## config.mk

```make
export PLATFORM = sky130hd
export DESIGN_NAME = pwl_activation_unit_flat
export DESIGN_NICKNAME = d
export VERILOG_FILES = /design/src/rtl/pwl_pkg.sv /design/src/rtl/pwl_activation_unit_if.sv /design/src/rtl/pwl_table_bank.sv /design/src/rtl/pwl_activation_unit.sv /design/src/flat_wrapper.sv
export SDC_FILE = /design/constraint.sdc
export NUM_CORES = 1
export LEC_CHECK = 0
export CAP_MARGIN = 20
export CORE_ASPECT_RATIO = 1.5
export CORE_MARGIN = 3
export CORE_UTILIZATION = 30
export DETAILED_ROUTE_END_ITERATION = 7
export SYNTH_ARGS = -nofsm -noshare
export SYNTH_HDL_FRONTEND = slang
export SYNTH_HIERARCHICAL = 1
export SYNTH_SLANG_ARGS = --single-unit
export TNS_END_PERCENT = 10
```

## constraint.sdc

```tcl
create_clock -name clk -period 6.7 [get_ports clk]
set_clock_uncertainty 0.2 [all_clocks]
set_input_delay 1.34 -clock clk [delete_from_list [all_inputs] [get_ports clk]]
set_output_delay 1.34 -clock clk [all_outputs]
set_load 0.02 [all_outputs]
```

## src/rtl/pwl_pkg.sv

```systemverilog
// Shared constants and helpers for the piecewise-linear activation unit.
// Pure combinational functions; no timing or backpressure of their own.
package pwl_pkg;

  localparam logic BANK_SIGMOID = 1'b0;
  localparam logic BANK_TANH    = 1'b1;

  // Widest index the helper below supports; callers zero-extend into it.
  localparam int PWL_IDX_MAX_W = 16;

  // Upper neighbour of a two's-complement index: -1 wraps to 0 and the
  // largest positive index saturates onto itself.
  function automatic logic [PWL_IDX_MAX_W-1:0] next_index(
    input logic [PWL_IDX_MAX_W-1:0] idx,
    input int unsigned              addr_w
  );
    logic [PWL_IDX_MAX_W-1:0] all_ones;
    logic [PWL_IDX_MAX_W-1:0] max_pos;
    all_ones = PWL_IDX_MAX_W'((32'd1 << addr_w) - 32'd1);
    max_pos  = PWL_IDX_MAX_W'((32'd1 << (addr_w - 1)) - 32'd1);
    if (idx == all_ones) begin
      return '0;
    end else if (idx == max_pos) begin
      return idx;
    end else begin
      return idx + PWL_IDX_MAX_W'(1);
    end
  endfunction

  function automatic int sat_signed(input int value, input int unsigned width);
    int lo;
    int hi;
    lo = -(32'sd1 <<< (width - 1));
    hi = (32'sd1 <<< (width - 1)) - 1;
    if (value < lo) begin
      return lo;
    end else if (value > hi) begin
      return hi;
    end else begin
      return value;
    end
  endfunction

endpackage

```

## src/rtl/pwl_activation_unit_if.sv

```systemverilog
// Stream and config bundle for the piecewise-linear activation unit.
// Carries valid/ready on both sides; config writes have no handshake.
interface pwl_activation_unit_if #(
  parameter int ADDR_W = 4,
  parameter int FRAC_W = 4,
  parameter int DATA_W = 8
);
  logic                       in_valid;
  logic                       in_ready;
  logic [ADDR_W+FRAC_W-1:0]   in_data;
  logic                       in_mode;
  logic                       out_valid;
  logic                       out_ready;
  logic signed [DATA_W-1:0]   out_data;
  logic                       cfg_we;
  logic                       cfg_bank;
  logic [ADDR_W-1:0]          cfg_addr;
  logic signed [DATA_W-1:0]   cfg_data;

  modport master (
    output in_valid, in_data, in_mode, out_ready,
    output cfg_we, cfg_bank, cfg_addr, cfg_data,
    input  in_ready, out_valid, out_data
  );

  modport slave (
    input  in_valid, in_data, in_mode, out_ready,
    input  cfg_we, cfg_bank, cfg_addr, cfg_data,
    output in_ready, out_valid, out_data
  );
endinterface

```

## src/rtl/pwl_table_bank.sv

```systemverilog
// One activation table: register array, one write port, two async read ports.
// Reads are combinational (zero latency); writes land at the edge, never stall.
module pwl_table_bank #(
  parameter int ADDR_W = 4,
  parameter int DATA_W = 8
) (
  input  logic                     clk,
  input  logic                     rst,
  input  logic                     we,
  input  logic [ADDR_W-1:0]        waddr,
  input  logic signed [DATA_W-1:0] wdata,
  input  logic [ADDR_W-1:0]        raddr_base,
  input  logic [ADDR_W-1:0]        raddr_nxt,
  output logic signed [DATA_W-1:0] base,
  output logic signed [DATA_W-1:0] nxt
);
  localparam int DEPTH = 2 ** ADDR_W;

  logic [DATA_W-1:0] mem_q [DEPTH];
  logic [DATA_W-1:0] mem_d [DEPTH];

  // Contents survive reset; only the write itself is suppressed while rst is high.
  always_comb begin
    mem_d = mem_q;
    if (we && !rst) begin
      mem_d[waddr] = wdata;
    end
  end

  always_ff @(posedge clk) begin
    mem_q <= mem_d;
  end

  assign base = $signed(mem_q[raddr_base]);
  assign nxt  = $signed(mem_q[raddr_nxt]);

endmodule

```

## src/rtl/pwl_activation_unit.sv

```systemverilog
// Piecewise-linear sigmoid/tanh unit, rounding enabled by PWL_ROUND_EN; 3-cycle latency.
// Backpressure: whole pipe advances only when out is empty or taken; in_ready = advance.
module pwl_activation_unit
  import pwl_pkg::*;
#(
  parameter int ADDR_W = 4,
  parameter int FRAC_W = 4,
  parameter int DATA_W = 8
) (
  input  logic                  clk,
  input  logic                  rst,
  pwl_activation_unit_if.slave  bus
);
  localparam int IN_W   = ADDR_W + FRAC_W;
  localparam int DIFF_W = DATA_W + 1;
  localparam int PROD_W = DATA_W + FRAC_W + 2;
  localparam int SUM_W  = PROD_W + 1;
`ifdef PWL_ROUND_EN
  localparam logic signed [PROD_W-1:0] RND = PROD_W'(2 ** (FRAC_W - 1));
`endif

  typedef struct packed {
    logic                     vld;
    logic signed [DATA_W-1:0] base;
    logic signed [DATA_W-1:0] nxt;
    logic [FRAC_W-1:0]        frac;
  } s1_t;

  typedef struct packed {
    logic                     vld;
    logic signed [DATA_W-1:0] base;
    logic signed [PROD_W-1:0] prod;
  } s2_t;

  typedef struct packed {
    logic                     vld;
    logic signed [DATA_W-1:0] dat;
  } s3_t;

  s1_t s1_q, s1_d;
  s2_t s2_q, s2_d;
  s3_t s3_q, s3_d;

  logic                     adv;
  logic [ADDR_W-1:0]        idx;
  logic [ADDR_W-1:0]        nxt_idx;
  logic                     we_sig;
  logic                     we_tanh;
  logic signed [DATA_W-1:0] sig_base, sig_nxt;
  logic signed [DATA_W-1:0] tanh_base, tanh_nxt;
  logic signed [DATA_W-1:0] lk_base, lk_nxt;
  logic signed [DIFF_W-1:0] diff;
  logic signed [PROD_W-1:0] diff_x;
  logic signed [PROD_W-1:0] frac_x;
  logic signed [PROD_W-1:0] prod;
  logic signed [PROD_W-1:0] rnd_prod;
  logic signed [PROD_W-1:0] shifted;
  logic signed [SUM_W-1:0]  sum;

  assign adv     = ~s3_q.vld | bus.out_ready;
  assign idx     = bus.in_data[IN_W-1 -: ADDR_W];
  assign nxt_idx = ADDR_W'(next_index(PWL_IDX_MAX_W'(idx), ADDR_W));
  assign we_sig  = bus.cfg_we && (bus.cfg_bank == BANK_SIGMOID);
  assign we_tanh = bus.cfg_we && (bus.cfg_bank == BANK_TANH);

  pwl_table_bank #(.ADDR_W(ADDR_W), .DATA_W(DATA_W)) u_bank_sigmoid (
    .clk        (clk),
    .rst        (rst),
    .we         (we_sig),
    .waddr      (bus.cfg_addr),
    .wdata      (bus.cfg_data),
    .raddr_base (idx),
    .raddr_nxt  (nxt_idx),
    .base       (sig_base),
    .nxt        (sig_nxt)
  );

  pwl_table_bank #(.ADDR_W(ADDR_W), .DATA_W(DATA_W)) u_bank_tanh (
    .clk        (clk),
    .rst        (rst),
    .we         (we_tanh),
    .waddr      (bus.cfg_addr),
    .wdata      (bus.cfg_data),
    .raddr_base (idx),
    .raddr_nxt  (nxt_idx),
    .base       (tanh_base),
    .nxt        (tanh_nxt)
  );

  assign lk_base = (bus.in_mode == BANK_TANH) ? tanh_base : sig_base;
  assign lk_nxt  = (bus.in_mode == BANK_TANH) ? tanh_nxt  : sig_nxt;

  always_comb begin
    s1_d = s1_q;
    s2_d = s2_q;
    s3_d = s3_q;

    // Fraction is an unsigned weight, so it is zero-extended into the signed product.
    diff   = $signed({s1_q.nxt[DATA_W-1], s1_q.nxt}) - $signed({s1_q.base[DATA_W-1], s1_q.base});
    diff_x = PROD_W'(diff);
    frac_x = PROD_W'(s1_q.frac);
    prod   = diff_x * frac_x;

`ifdef PWL_ROUND_EN
    rnd_prod = s2_q.prod + RND;
`else
    rnd_prod = s2_q.prod;
`endif
    shifted = rnd_prod >>> FRAC_W;
    sum     = SUM_W'($signed(s2_q.base)) + SUM_W'(shifted);

    if (adv) begin
      s1_d = '{vld: bus.in_valid, base: lk_base, nxt: lk_nxt,
               frac: bus.in_data[FRAC_W-1:0]};
      s2_d = '{vld: s1_q.vld, base: s1_q.base, prod: prod};
      s3_d = '{vld: s2_q.vld, dat: DATA_W'(sat_signed(int'(sum), DATA_W))};
    end
  end

  always_ff @(posedge clk) begin
    if (rst) begin
      s1_q <= '0;
      s2_q <= '0;
      s3_q <= '0;
    end else begin
      s1_q <= s1_d;
      s2_q <= s2_d;
      s3_q <= s3_d;
    end
  end

  assign bus.in_ready  = adv;
  assign bus.out_valid = s3_q.vld;
  assign bus.out_data  = s3_q.dat;

endmodule

```

## src/flat_wrapper.sv

```systemverilog
// flat-port wrapper written by rule: the top's interface ports become plain ports
module pwl_activation_unit_flat import pwl_pkg::*;
#(
  parameter int ADDR_W = 4,
  parameter int FRAC_W = 4,
  parameter int DATA_W = 8
)
  (clk, rst, bus_in_valid, bus_in_data, bus_in_mode, bus_out_ready, bus_cfg_we, bus_cfg_bank, bus_cfg_addr, bus_cfg_data, bus_in_ready, bus_out_valid, bus_out_data);
  pwl_activation_unit_if #(.ADDR_W(ADDR_W), .FRAC_W(FRAC_W), .DATA_W(DATA_W)) bus_i ();
  input  logic clk;
  input  logic rst;
  input wire logic [$bits(bus_i.in_valid)-1:0] bus_in_valid;
  input wire logic [$bits(bus_i.in_data)-1:0] bus_in_data;
  input wire logic [$bits(bus_i.in_mode)-1:0] bus_in_mode;
  input wire logic [$bits(bus_i.out_ready)-1:0] bus_out_ready;
  input wire logic [$bits(bus_i.cfg_we)-1:0] bus_cfg_we;
  input wire logic [$bits(bus_i.cfg_bank)-1:0] bus_cfg_bank;
  input wire logic [$bits(bus_i.cfg_addr)-1:0] bus_cfg_addr;
  input wire logic [$bits(bus_i.cfg_data)-1:0] bus_cfg_data;
  output wire logic [$bits(bus_i.in_ready)-1:0] bus_in_ready;
  output wire logic [$bits(bus_i.out_valid)-1:0] bus_out_valid;
  output wire logic [$bits(bus_i.out_data)-1:0] bus_out_data;
  assign bus_i.in_valid = bus_in_valid;
  assign bus_i.in_data = bus_in_data;
  assign bus_i.in_mode = bus_in_mode;
  assign bus_i.out_ready = bus_out_ready;
  assign bus_i.cfg_we = bus_cfg_we;
  assign bus_i.cfg_bank = bus_cfg_bank;
  assign bus_i.cfg_addr = bus_cfg_addr;
  assign bus_i.cfg_data = bus_cfg_data;
  assign bus_in_ready = bus_i.in_ready;
  assign bus_out_valid = bus_i.out_valid;
  assign bus_out_data = bus_i.out_data;
  pwl_activation_unit #(.ADDR_W(ADDR_W), .FRAC_W(FRAC_W), .DATA_W(DATA_W)) u_core (.clk(clk), .rst(rst), .bus(bus_i));
endmodule
```

==> results.md, run 1 <==
* DRC Markers at 0
* Initial DRT Pass Iterations at 5
* Status: completed
* Logic gate share of total power at 0.202
* Cell Area, Synth at 16200 um2
* Worst skew pair latency at roughly 0.53 ns
* Die X at slightly below 200 um
* Reg clk slew, reported paths at 0.06 ns
* # H-tree levels at 2
* Critical path data arrival time at 5.49 ns
* Clock power share at 0.367
* Routed len/inst at 21.1 um
* Fin. Hold Viols at 0
* Largest net degree at the start of global routing at between 50 and 60
* GRT Util Overall at 0.135
* Yosys cell types at 56
* WP data required at about 6.9 ns
* Cts bufs inserted at 34
* Worst Hold Slack at 0.258 ns
* Final GP Congestion at 0.830
* Clk sink count at 305
* Kind of critical path: reg -> reg
* Worst-path fanout max at 4
* Critical register-to-register path startpoint: u_core/s1_q[4]
* Final min period at 5.32 ns
* Vias at a little under 10000
* Cells after Synth at 1088
* Inserted Diodes at 0
* #FFs+latches synth at slightly above 300
* Setup slack after layout at between 1 and 1.5 ns
* Commonest cells after routing, fill and taps aside: edfxtp_1 (256), nand2_1 (99), nor2_1 (70)
* Share of cells above drive strength 1 at 0.152
* Final setup violation count at 0
* IO buf count at 36
* Initial antenna violation count at 0
* Sequential share of the synthesized area at 0.537
* Placed instance count at 1767
* GR Overflow Total at 0
* Relative slew margins at 0.263
* TritonCTS clock tree: done
* Vias per cell at about 5.3
* Pre-CTS setup slack at between 1 and 1.5 ns
* Global-route wire length before repair at 58800 um
* Switching share of power at 0.274
* Maxcap violations at 0
* Setup crit start: u_core/s1_q[4]
* Detailed Route WL at 38700 um
* VDD IR max at 0.226 mV
* CTS Hold Buffers Added at 0
* Number of global-route vias before repair at 9954
* Number of buffers added for setup after CTS at 0
* Max Fclk at 0.188 GHz
* # resized after CTS at 0
* Critical path endpoint category: flip-flop
* Fillers at roughly 5000
* Syn Nets at 1178
* Post-Syn Area per Cell at between 10 and 15 um2
* Post-synth EDFFs at 256
* Setup TNS at 0 ns
* CP Launch Type: flip-flop
* Die area at between 50000 and 60000 um2
* Non-filler instance count after layout at around 1800
* Main synth FF type: edfxtp_1
* Flop pwr share at 0.431
* Internal Dissipation at 3.67 mW
* DP Area at approximately 17000 um2
* Unrepaired setup endpoints after global routing: false
* Core Area at 53000 um2
* Num rows at 103
* PwrDens at 275 nW/um2
* Tightest Pin Transition at 1.10 ns
* Class of the worst hold path: reg -> reg
* Leakage at 6.52 nW
* Synth Warn # at 6
* Final Cell Area at 18400 um2
* Net Sw Power at 1.38 mW
* Die Span Y at just under 300 um
* Ports at 37
* Final worst-path cycle share at 0.794
* CTS Buffer Depth at 3
* Worst hold start: u_core/s1_q[20]
* Most common cell after layout, fill and taps aside: edfxtp_1
* Starting DRT DRC Count at 625
* Max Slew Vio Count at 0
* Clk root buf: clkbuf_16
* Layout area overhead at 13.8%
* Asr flop ratio synth at 0
* Post-DRT Antenna Nets at 0
* Initial core utilization at 0.305
* Nets at 1218
* HPWL Detailed at around 26000 um
## synthesized netlist by cell type, types with 2 or more instances
library cell | instances | area, um2
clkbuf_1 | 16 | 60.1
nand4bb_1 | 2 | 22.5
nand3b_1 | 3 | 22.5
o31ai_2 | 2 | 25.0
nor2b_1 | 19 | 119
a211oi_1 | 17 | 128
buf_6 | 12 | 135
buf_4 | 4 | 30.0
nand4b_1 | 4 | 35.0
a21oi_1 | 36 | 180
fa_1 | 20 | 400
nand3_1 | 2 | 10.0
o21bai_1 | 2 | 15.0
o21ai_0 | 16 | 80.1
mux4_2 | 68 | 1530
and2_1 | 23 | 144
or3_1 | 2 | 12.5
dfxtp_1 | 49 | 981
clkdlybuf4s25_2 | 12 | 120
edfxtp_1 | 256 | 7690
a31o_2 | 3 | 26.3
nor3_1 | 12 | 60.1
nand2b_1 | 11 | 68.8
a21o_1 | 7 | 52.6
a21oi_2 | 3 | 26.3
mux2i_1 | 19 | 190
xnor2_1 | 13 | 114
nand2_1 | 99 | 372
ha_1 | 43 | 538
xor2_1 | 7 | 61.3
buf_1 | 2 | 7.51
and2b_1 | 4 | 30.0
nor2_1 | 70 | 263
inv_1 | 63 | 236
mux4_1 | 56 | 1470
nor3b_1 | 4 | 30.0
o21a_1 | 6 | 45.0
mux4_4 | 4 | 100
buf_2 | 14 | 70.1
o21ai_1 | 3 | 15.0
nor2_2 | 2 | 12.5
a22oi_1 | 64 | 480
## sequential cells by signal, indices dropped and copies added, names as in the netlist
register and flops:
u_core/bus.out_valid 1, u_core/bus.out_data 8, u_core/u_bank_tanh/mem_q 128, u_core/u_bank_sigmoid/mem_q 128, u_core/s2_q 9, u_core/s1_q 17
u_core/rnd_prod 10, u_core/frac_x 4
## layer usage
layer  vias up  track usage  part of all wire
met1      4930        0.156              0.38
met3        76       0.0195             0.050
met5         -            0                 0
met4         0       0.0534             0.036
met2       291        0.248              0.53
li1       4334            -                 -
## area by class of cell
class	count	area (um2)	share of cell area
clock buffers	37	883	0.0480
well taps	682	853	0.0464
repair buffers	64	668	0.0363
flip-flops and latches	305	8670	0.471
inverters	63	236	0.0129
multi-input cells	660	6850	0.373
clock inverters	23	229	0.0124
## through the flow
step / util / total power [mW]
after floorplan: - / 2.96
after global placement: 0.324 / 3.23
after detailed placement: 0.324 / 3.24
after CTS: 0.345 / 5.12
after global routing: 0.347 / 5.31
final: 0.347 / 5.06
## power groups by stage
| stage | clock, mW | sequential, mW | combinational (mW) |
|---|---|---|---|
| 6_report | 1.86 | 2.18 | 1.02 |
| 3_5_place_dp | 0 | 2.22 | 1.02 |
| 5_1_grt | 1.99 | 2.19 | 1.14 |
| 3_3_place_gp | 0 | 2.22 | 1.01 |
| 2_1_floorplan | 0 | 2.22 | 0.734 |
| 4_1_cts | 1.91 | 2.18 | 1.03 |
## final timing paths
check | endpoint | slack, ns | cells past startpoint
setup reg to reg | u_core/rnd_prod[13] | 1.38 | 21
hold / removal | u_core/s2_q[22] | 0.26 | 2
hold reg to reg | u_core/s2_q[22] | 0.26 | 2
setup / recovery | u_core/rnd_prod[13] | 1.38 | 21
## critical path, cell delays in order (launching register included)
cell	delay [ns]
dfxtp_1	0.44
inv_1	0.08
ha_1	0.23
fa_1	0.41
nor2b_1	0.13
o21ai_1	0.07
nand2b_1	0.11
xor2_1	0.31
and2_1	0.19
ha_1	0.25
fa_1	0.54
inv_1	0.05
fa_1	0.52
inv_1	0.05
ha_1	0.34
o21a_1	0.20
o21ai_0	0.20
a21oi_2	0.09
o31ai_2	0.37
a21oi_2	0.10
xnor2_1	0.20
a211oi_2	0.09
## kinds of logic after synthesis
family                     count (synthesis)  synth area share
DFF                                      305             0.537
and+or+nand+nor                          261            0.0768
AOI/OAI and AO/OA                        168            0.0724
muxes                                    148             0.205
buffers and inverters                    123            0.0408
adders and majority gates                 63            0.0581
xor gates and xnor gates                  20            0.0108
No activity file was read; power rests on OpenSTA's default activity.
==> run 2, diff against run 1 <==
==> constraint.sdc (replaced) <==
create_clock -name clk -period 5 [get_ports clk]
set_clock_uncertainty 0.2 [all_clocks]
set_input_delay 1 -clock clk [delete_from_list [all_inputs] [get_ports clk]]
set_output_delay 1 -clock clk [all_outputs]
set_load 0.02 [all_outputs]
==> run 2 against run 1 <==
Sequential power up 33%. Setup slack got worse by 1.1 ns. Register-to-register slack lost 1.1 ns. Final cell count increased by 0.49%. Clock-buffer cell count decreased by 3. Largest cell class unchanged.
==> results.md, run 2 (synthesis gave the netlist of run 1 again) <==
* Status: completed
* Setup TNS at 0 ns (unchanged)
* Cts bufs inserted at 31 (-8.8%)
* GRT met1 Usage at 0.157 (+0.000365)
* CTS Hold Buffers Added at 0 (unchanged)
* VDD IR max at 0.257 mV (+14%)
* Maxcap violations at 0 (unchanged)
* Final min period at 4.74 ns (-0.576 ns)
* Initial DRT Pass Iterations at 5 (unchanged)
* Setup slack after layout at 0.255 ns (-1.12 ns)
* Fin. Hold Viols at 0 (unchanged)
* Kind of critical path: reg -> reg
* GR Overflow Total at 0 (unchanged)
* Critical path data arrival time at 4.98 ns (-0.51 ns)
* Initial core utilization at 0.305 (unchanged)
* Worst Reg-to-Reg Cells at 21 (unchanged)
* Inserted Diodes at 0 (unchanged)
* DP Area at 17300 um2 (+0.64%)
* Met3 usage at 0.0176 (-0.00186)
* CP Launch Type: flip-flop
* Layout area overhead at 15.2%
* Global-route wire length before repair at 59500 um (+1.2%)
* Worst-path fanout max at 4 (unchanged)
* Relative slew margins at 0.302 (+0.0385)
* # H-tree levels at 1 (-1)
* Largest net degree at the start of global routing at 58 (unchanged)
* Share of cells above drive strength 1 at 0.177 (+0.0255)
* Nets at 1227 (+0.74%)
* Clk root buf: clkbuf_16
* Leakage at 6.59 nW (+1.1%)
* Ports at 37 (unchanged)
* Most used routing layer: met2
* Max Slew Vio Count at 0 (unchanged)
* IO buf count at 36 (unchanged)
* Final GP Congestion at 0.792 (-4.6%)
* Largest registers: u_core/u_bank_sigmoid/mem_q: 128 flops, u_core/u_bank_tanh/mem_q: 128 flops, u_core/s1_q: 17 flops
* Pre-CTS setup slack at -0.000826 ns (-1.35 ns)
* Detailed Route WL at 39100 um (+1.1%)
* Class of the worst hold path: reg -> reg
* CTS Buffer Depth at 3 (unchanged)
* Core Area at 53000 um2 (unchanged)
* Final setup violation count at 0 (unchanged)
* HPWL Detailed at 27200 um (+2.8%)
* TritonCTS clock tree: done
* Hold Path Depth at 2 (unchanged)
* Clk sink count at 305 (unchanged)
* Met2 Track Usage GR at 0.250 (+0.00221)
* Die area at 56700 um2 (unchanged)
* Commonest cells after routing, fill and taps aside: edfxtp_1 (256), nand2_1 (99), nor2_1 (70)
* Initial antenna violation count at 0 (unchanged)
* Internal reg-to-reg setup slack at 0.26 ns (-1.12 ns)
* GRT Util Overall at 0.135 (about the same)
* Critical path endpoint category: flip-flop
* Worst skew pair latency at 0.59 ns (+0.06 ns)
* Starting DRT DRC Count at 590 (-5.6%)
* Most common cell after layout, fill and taps aside: edfxtp_1
* Max Fclk at 0.211 GHz (+12%)
* Post-DRT Antenna Nets at 0 (unchanged)
* Vias per cell at 5.20 (-0.90%)
* Fillers at 5033 (-0.12%)
* Routed len/inst at 21.2 um (+0.60%)
* Number of global-route vias before repair at 10000 (+0.76%)
* Final Cell Area at 18600 um2 (+1.2%)
* Die Span Y at 290 um (unchanged)
* Reg clk slew, reported paths at 0.06 ns (about the same)
* Vias at 9591 (-0.42%)
* Final worst-path cycle share at 0.949 (+0.155)
* WP data required at 5.23 ns (-1.64 ns)
* Num rows at 103 (unchanged)
* PwrDens at 371 nW/um2 (+35%)
* DRC Markers at 0 (unchanged)
* Die X at 195 um (unchanged)
* Tightest Pin Transition at 1.04 ns (-0.0581 ns)
run 2: cell count changes in the layout (fill, tap and decap cells not counted), sizes merged:
cell      previous run  this run
clkbuf              38        34
bufinv               3         7
buf                 30        43
clkinvlp             3         2
clkinv              14        11
run 2: path summary, 6_finish.rpt:
path / from / endpoint
hold reg to reg: u_core/s1_q[20] / u_core/s1_q[20]
hold / removal: u_core/s1_q[20] / u_core/s1_q[20]
setup / recovery: u_core/s1_q[13] / u_core/rnd_prod[13]
setup reg to reg: u_core/s1_q[13] / u_core/rnd_prod[13]
run 2: area by class of cell:
| cell class | count | area [um2] | area share |
|---|---|---|---|
| inverters | 63 | 236 | 0.0127 |
| multi-input cells | 660 | 6990 | 0.375 |
| clock inverters | 23 | 322 | 0.0173 |
| well taps | 682 | 853 | 0.0458 |
| clock buffers | 34 | 787 | 0.0423 |
| repair buffers | 76 | 758 | 0.0407 |
| flip-flops and latches | 305 | 8670 | 0.466 |
run 2: critical path, cell delays in order (launching register included):
cell and delay (ns):
dfxtp_2 0.32, inv_1 0.04, ha_1 0.26, nor2b_1 0.14, o21ai_1 0.13, nand2b_1 0.10
a21o_1 0.19, a21oi_2 0.20, xnor2_2 0.16, and2_4 0.19, ha_4 0.19, fa_1 0.52
inv_1 0.05, fa_1 0.52, inv_1 0.07, ha_4 0.17, nor3_1 0.34, a21oi_4 0.14
o31ai_4 0.30, a21oi_2 0.10, xnor2_1 0.18, a211oi_2 0.09
run 2: power by group:
| group | leakage [nW] | internal, mW | switching, mW | total [mW] |
|---|---|---|---|---|
| Sequential | 2.71 | 2.85 | 0.0586 | 2.91 |
| Clock | 0.543 | 1.51 | 1.01 | 2.51 |
| Combinational | 3.34 | 0.680 | 0.805 | 1.49 |
| Total | 6.59 | 5.04 | 1.87 | 6.91 |
run 2: routing by layer:
metal,share of wire,wire [um],up-vias
met5,0,0,-
met4,0.041,1590,0
met3,0.045,1760,73
met2,0.54,21100,248
met1,0.38,14700,4916
li1,-,-,4354
run 2: what timing repair did:
item                       in CTS  in global routing
setup buffers                   0                  2
pin swaps                       0                 16
resized for setup               2                 20
setup endpoints to repair       3                  5
run 2: per-stage QoR:
step	instances	power (mW)	hold slack, ns	util
final	1843	6.91	0.256	0.351
after global routing	1843	7.24	0.274	0.351
after CTS	1835	6.89	0.261	0.347
after floorplan	1088	3.96	0.229	-
after global placement	1776	4.33	0.239	0.325
after detailed placement	1778	4.36	0.252	0.326
